--- src/rtl/mulcheck_if.sv ---
// mulcheck_if: byte-serial link between the multiply self-test initiator
// and the UART transmit/receive endpoints.
//   m_stb/m_dat/m_rdy : operand bytes flowing toward transmit
//   s_stb/s_dat/s_rdy : product bytes arriving from receive
// master = the initiator (mulcheck), slave = the link endpoint side.
interface mulcheck_if;
    logic       m_stb;
    logic [7:0] m_dat;
    logic       m_rdy;
    logic       s_stb;
    logic [7:0] s_dat;
    logic       s_rdy;

    modport master (
        output m_stb, m_dat, s_rdy,
        input  m_rdy, s_stb, s_dat
    );

    modport slave (
        input  m_stb, m_dat, s_rdy,
        output m_rdy, s_stb, s_dat
    );
endinterface

--- src/rtl/mulcheck.sv ---
// mulcheck: self-test initiator for the byte-serial multiply link.
// Walks idx from 0 to COUNT-1, sends a=idx[7:0] then b=idx[15:8], waits
// for the 16-bit product (low byte first), and counts mismatches against
// the locally computed a*b.
// Ports:
//   clk, rst  : clock, asynchronous active-high reset
//   link      : mulcheck_if.master (operand out, result in)
//   go        : start-run pulse, honoured only in IDLE or DONE
//   busy      : run in progress
//   done      : run finished, held until the next go
//   tmo       : run aborted because a result byte never arrived
//   err_cnt   : saturating mismatch count
//   fail_idx  : index of the first mismatch (valid when err_cnt != 0)
module mulcheck #(
    parameter int COUNT   = 65536,
    parameter int TIMEOUT = 12000000
) (
    input  logic               clk,
    input  logic               rst,
    mulcheck_if.master         link,
    input  logic               go,
    output logic               busy,
    output logic               done,
    output logic               tmo,
    output logic [15:0]        err_cnt,
    output logic [15:0]        fail_idx
);

    typedef enum logic [2:0] {
        IDLE,
        SEND_A,
        SEND_B,
        RECV_LO,
        RECV_HI,
        CHECK,
        DONE
    } state_t;

    localparam logic [16:0] LAST_IDX = 17'(COUNT - 1);
    localparam logic [31:0] TMO_LAST = 32'(TIMEOUT - 1);

    state_t      state;
    logic [16:0] idx;
    logic [7:0]  lo_byte;
    logic [7:0]  hi_byte;
    logic [31:0] tmo_cnt;

    logic        m_xfer;
    logic        s_xfer;
    logic        tmo_hit;
    logic [16:0] idx_next;
    logic [15:0] expected;

    assign m_xfer   = link.m_stb & link.m_rdy;
    assign s_xfer   = link.s_stb & link.s_rdy;
    assign idx_next = idx + 17'd1;
    assign expected = {8'h00, idx[7:0]} * {8'h00, idx[15:8]};
    // A byte arriving in the expiry cycle takes priority over the timeout.
    assign tmo_hit  = (TIMEOUT != 0) && (tmo_cnt == TMO_LAST) && !s_xfer;

    // Single state machine; every output is a register updated here so the
    // link sees glitch-free, edge-aligned handshakes.
    always_ff @(posedge clk or posedge rst) begin
        if (rst) begin
            state       <= IDLE;
            idx         <= '0;
            lo_byte     <= '0;
            hi_byte     <= '0;
            tmo_cnt     <= '0;
            link.m_stb  <= 1'b0;
            link.m_dat  <= '0;
            link.s_rdy  <= 1'b0;
            busy        <= 1'b0;
            done        <= 1'b0;
            tmo         <= 1'b0;
            err_cnt     <= '0;
            fail_idx    <= '0;
        end else begin
            case (state)
                IDLE, DONE: begin
                    if (go) begin
                        state      <= SEND_A;
                        idx        <= '0;
                        err_cnt    <= '0;
                        fail_idx   <= '0;
                        tmo        <= 1'b0;
                        done       <= 1'b0;
                        busy       <= 1'b1;
                        link.m_stb <= 1'b1;
                        link.m_dat <= 8'h00;
                    end
                end
                SEND_A: begin
                    if (m_xfer) begin
                        state      <= SEND_B;
                        link.m_dat <= idx[15:8];
                    end
                end
                SEND_B: begin
                    if (m_xfer) begin
                        state      <= RECV_LO;
                        link.m_stb <= 1'b0;
                        link.s_rdy <= 1'b1;
                        tmo_cnt    <= '0;
                    end
                end
                RECV_LO: begin
                    if (s_xfer) begin
                        state   <= RECV_HI;
                        lo_byte <= link.s_dat;
                        tmo_cnt <= '0;
                    end else if (tmo_hit) begin
                        state      <= DONE;
                        link.s_rdy <= 1'b0;
                        busy       <= 1'b0;
                        done       <= 1'b1;
                        tmo        <= 1'b1;
                    end else begin
                        tmo_cnt <= tmo_cnt + 32'd1;
                    end
                end
                RECV_HI: begin
                    if (s_xfer) begin
                        state      <= CHECK;
                        hi_byte    <= link.s_dat;
                        link.s_rdy <= 1'b0;
                    end else if (tmo_hit) begin
                        state      <= DONE;
                        link.s_rdy <= 1'b0;
                        busy       <= 1'b0;
                        done       <= 1'b1;
                        tmo        <= 1'b1;
                    end else begin
                        tmo_cnt <= tmo_cnt + 32'd1;
                    end
                end
                CHECK: begin
                    if ({hi_byte, lo_byte} != expected) begin
                        if (err_cnt != 16'hFFFF) begin
                            err_cnt <= err_cnt + 16'd1;
                        end
                        if (err_cnt == 16'h0000) begin
                            fail_idx <= idx[15:0];
                        end
                    end
                    if (idx == LAST_IDX) begin
                        state <= DONE;
                        busy  <= 1'b0;
                        done  <= 1'b1;
                    end else begin
                        state      <= SEND_A;
                        idx        <= idx_next;
                        link.m_stb <= 1'b1;
                        link.m_dat <= idx_next[7:0];
                    end
                end
                default: begin
                    state <= IDLE;
                end
            endcase
        end
    end

endmodule

--- src/flat_wrapper.sv ---
// flat-port wrapper written by rule: the top's interface ports become plain ports
module mulcheck_flat 
#(
    parameter int COUNT   = 65536,
    parameter int TIMEOUT = 12000000
)
  (clk, rst, go, busy, done, tmo, err_cnt, fail_idx, link_m_stb, link_m_dat, link_s_rdy, link_m_rdy, link_s_stb, link_s_dat);
  mulcheck_if link_i ();
  input  logic clk;
  input  logic rst;
  input  logic go;
  output logic busy;
  output logic done;
  output logic tmo;
  output logic [15:0] err_cnt;
  output logic [15:0] fail_idx;
  output wire logic [$bits(link_i.m_stb)-1:0] link_m_stb;
  output wire logic [$bits(link_i.m_dat)-1:0] link_m_dat;
  output wire logic [$bits(link_i.s_rdy)-1:0] link_s_rdy;
  input wire logic [$bits(link_i.m_rdy)-1:0] link_m_rdy;
  input wire logic [$bits(link_i.s_stb)-1:0] link_s_stb;
  input wire logic [$bits(link_i.s_dat)-1:0] link_s_dat;
  assign link_m_stb = link_i.m_stb;
  assign link_m_dat = link_i.m_dat;
  assign link_s_rdy = link_i.s_rdy;
  assign link_i.m_rdy = link_m_rdy;
  assign link_i.s_stb = link_s_stb;
  assign link_i.s_dat = link_s_dat;
  mulcheck #(.COUNT(COUNT), .TIMEOUT(TIMEOUT)) u_core (.clk(clk), .rst(rst), .link(link_i), .go(go), .busy(busy), .done(done), .tmo(tmo), .err_cnt(err_cnt), .fail_idx(fail_idx));
endmodule
--- config.mk ---
export PLATFORM = sky130hd
export DESIGN_NAME = mulcheck_flat
export DESIGN_NICKNAME = d
export VERILOG_FILES = /design/src/rtl/mulcheck_if.sv /design/src/rtl/mulcheck.sv /design/src/flat_wrapper.sv
export SDC_FILE = /design/constraint.sdc
export NUM_CORES = 1
export LEC_CHECK = 0
export CORE_MARGIN = 4
export CORE_UTILIZATION = 61
export CTS_BUF_LIST = sky130_fd_sc_hd__clkbuf_16
export DETAILED_ROUTE_END_ITERATION = 12
export GPL_ROUTABILITY_DRIVEN = 0
export PLACE_DENSITY_LB_ADDON = 0.08
export SKIP_CTS_REPAIR_TIMING = 1
export SYNTH_ARGS = -nofsm -noshare
export SYNTH_HDL_FRONTEND = slang
export SYNTH_SLANG_ARGS = --single-unit
export TNS_END_PERCENT = 20
--- constraint.sdc ---
create_clock -name clk -period 5.7 [get_ports clk]
set_input_delay 1.14 -clock clk [delete_from_list [all_inputs] [get_ports clk]]
set_output_delay 1.14 -clock clk [all_outputs]
set_load 0.05 [all_outputs]
==> flow_summary.yaml <==
clocking:
  path_clk_slew_ns: 0.05
  clk_root_buffer_cell: "clkbuf_16"
  htree_levels: 4
  clockBufferDepth: 2
  cts_sinks: 113
  clock_latency_ns: 0.42
  cts_tree: "done"
  cts_made_buffers: 17
synthesis:
  synth_ff_type: "dfrtp_1"
  synth-async-reset-ratio_pct: 100
  synth_top_area_cell: "dfrtp_1"
  synthCells: 972
  yosysSeqAreaShare_pct: 32.8
  ys.warnings.count: 0
  synth_area_leaders: "dfrtp_1, fa_1, ha_1"
  synth_top_cell_area_share_pct: 32.8
  synth-seq-cells: 113
  synth_edf_count: 0
  netlist_top_cells_count: "dfrtp_1, nand2_1, nor2_1, o21ai_0, inv_1"
  synth_area_per_cell_um2: 8.86
  synth_nets: 1062
  synth_most_common_cell: "dfrtp_1"
  synthesis.area_um2: 8610
  ys_types: 65
die:
  die_y_um: 127
  design.die.area_um2: 16100
  io_pins: 58
  die_w_um: 127
  row_count: 43
  initial_core_util_pct: 62.1
  coreArea_um2: 13900
critical_path:
  critPathMaxFanout: 32
  cp_data_arrival_time_ns: 5.60
  cp-end-kind: "flop"
  crit_family: "adder cells"
  cp_slowest_cell: "dfrtp_1"
  crit_required_ns: 5.99
  worst_path_most_repeated_cell: "fa_1"
  path_cells: "nand2_1 > fa_1 > fa_1 > fa_1 > inv_1 > fa_1 > ha_1 > a211oi_2 > o21ai_1 > a222oi_1 > and4_1 > and4_1 > buf_4 > a41oi_1 > o41a_1"
  critPathKind: "reg2reg"
  crit_path_start_kind: "flop"
  reg2reg_slack_ns: 0.39
  path_buf_inv: 2
  slowest_delay_ns: 0.62
worst_hold_path:
  hold_path.class: "reg2reg"
pwr:
  ir_worst_vdd_mv: 0.201
  power_leakage_nw: 4.14
  p_per_area_nw_per_um2: 200
grt:
  overflow: 0
  grt_max_degree: 78
  antenna_found_initial: 0
  grt_pass1_vias: 7214
  grt_pass1_wl_mm: 36.1
  track_usage_pct: 27.4
route:
  drt_iter0_drc: 847
  finalWirelength_mm: 21.2
  vias: 7498
  wl_per_cell_um: 17.7
  drt_pass1_iterations: 6
  vias_per_cell: 6.26
  route.detailed.drc: 0
  ant_nets: 0
sta:
  relSlewSlack_pct: 23.2
  max_freq_ghz: 0.188
  hold_violations: 0
  setup_viol: 0
  min_period_ns: 5.31
  drv_slew: 0
  skew_ns: 0.00702
  post-route-period-util_pct: 93.2
  rsz0062_at_grt: "false"
  tightestPinTransition_ns: 1.15
  totalNegativeSetupSlack_ns: 0
placed_design:
  hpwl_mm: 14.9
  numPortBuffers: 57
  dp.cells: 1166
layout:
  area_delta_synth_final_pct: 15.4
  antenna_cells: 0
  post-route-util_pct: 71.6
  finalNetCount: 1095
  fin_cells: 1197
  n_fill_cell: 1085
  drive_gt1_share_pct: 8.36
outcome:
  status: "finished clean"
flow_run:
  max-cap-violations: 0
kinds of logic after synthesis:
group | count (synthesis) | synth area share, %
simple gates | 375 | 22.9
buf+inv | 125 | 5.82
fa+ha+maj | 77 | 14.3
compound gates | 203 | 15.5
flops | 113 | 32.8
xor+xnor | 60 | 6.19
mux | 19 | 2.45
sequential cells by signal (all words and copies together) (netlist names), 3 cells and up:
register / flops
u_core.state: 3
u_core.hi_byte: 8
u_core.link.m_dat: 8
u_core.fail_idx: 16
u_core.idx: 17
u_core.err_cnt: 16
u_core.tmo_cnt: 32
u_core.lo_byte: 8
metrics by stage:
stage          power, mW  setup WS, ns  hold slack, ns  instance area, um2
2_1_floorplan      0.847         0.604           0.497                8610
3_3_place_gp       0.869         0.597           0.468                9310
3_5_place_dp       0.870         0.440           0.470                9310
5_1_grt             2.04        0.0710           0.509                9940
6_report            1.99         0.387           0.477                9940
4_1_cts             2.00         0.435           0.482                9940
report_power, final:
group	total, mW	internal [mW]	leakage (nW)	switching, mW
logic	0.0463	0.0145	2.48	0.0318
registers	0.808	0.806	1.36	0.00195
clock network	1.14	0.763	0.302	0.373
cell type report:
type,count,area (um2),area share (%)
inverter,63,239,2.41
sequential,113,2830,28.5
multi-input combinational,734,5300,53.3
tap,180,225,2.27
clock inverter,14,198,1.99
timing repair buffer,76,726,7.30
clock buffer,17,425,4.28
per-layer routing:
layer	vias to the layer above	global-route usage, %	share of wire [%]
met2	360	41.3	45
met5	-	0	0
met4	0	8.90	2.2
met3	42	5.05	8.1
met1	3594	40.4	44
li1	3502	-	-
cell usage in the layout (no fill, tap or decap), types with 10 or more instances in the layout:
cell and n:
nand4_1 44, or3_1 10, ha_1 41, o211ai_1 27, clkbuf_16 17, and3_1 13, nand2_1 96, mux2_2 17
fa_1 36, and2_1 33, nor4_1 10, xnor2_1 24, dfrtp_1 113, o21ai_0 65, inv_1 64, clkdlybuf4s50_1 57
buf_4 18, nor2_1 70, o31ai_1 16, nor3_1 15, a21oi_1 38, nand3_1 38, a41oi_1 10, xor2_1 35
path summary, 6_finish.rpt:
check / startpoint / end / cells after the start
setup / recovery: u_core.idx[15]$_DFFE_PP0P_ / u_core.err_cnt[0]$_DFFE_PP0P_ / 15
hold / removal: u_core.link.m_dat[4]$_DFFE_PP0P_ / u_core.link.m_dat[4]$_DFFE_PP0P_ / 2
setup reg to reg: u_core.idx[15]$_DFFE_PP0P_ / u_core.err_cnt[0]$_DFFE_PP0P_ / 15
hold reg to reg: u_core.link.m_dat[4]$_DFFE_PP0P_ / u_core.link.m_dat[4]$_DFFE_PP0P_ / 2
max in group asynchronous: rst / u_core.idx[14]$_DFFE_PP0P_ / 3
min in group asynchronous: rst / u_core.tmo_cnt[20]$_DFFE_PP0P_ / 2
worst reg2reg max path: cells and delay by family, from the launching register on:
kind / cells / cell delay, ns
compound gates: 5 / 1.10
fa+ha+maj: 5 / 2.44
buf+inv: 2 / 0.41
flops: 1 / 0.62
simple gates: 3 / 0.59
Power figures use the tool's default switching activity.
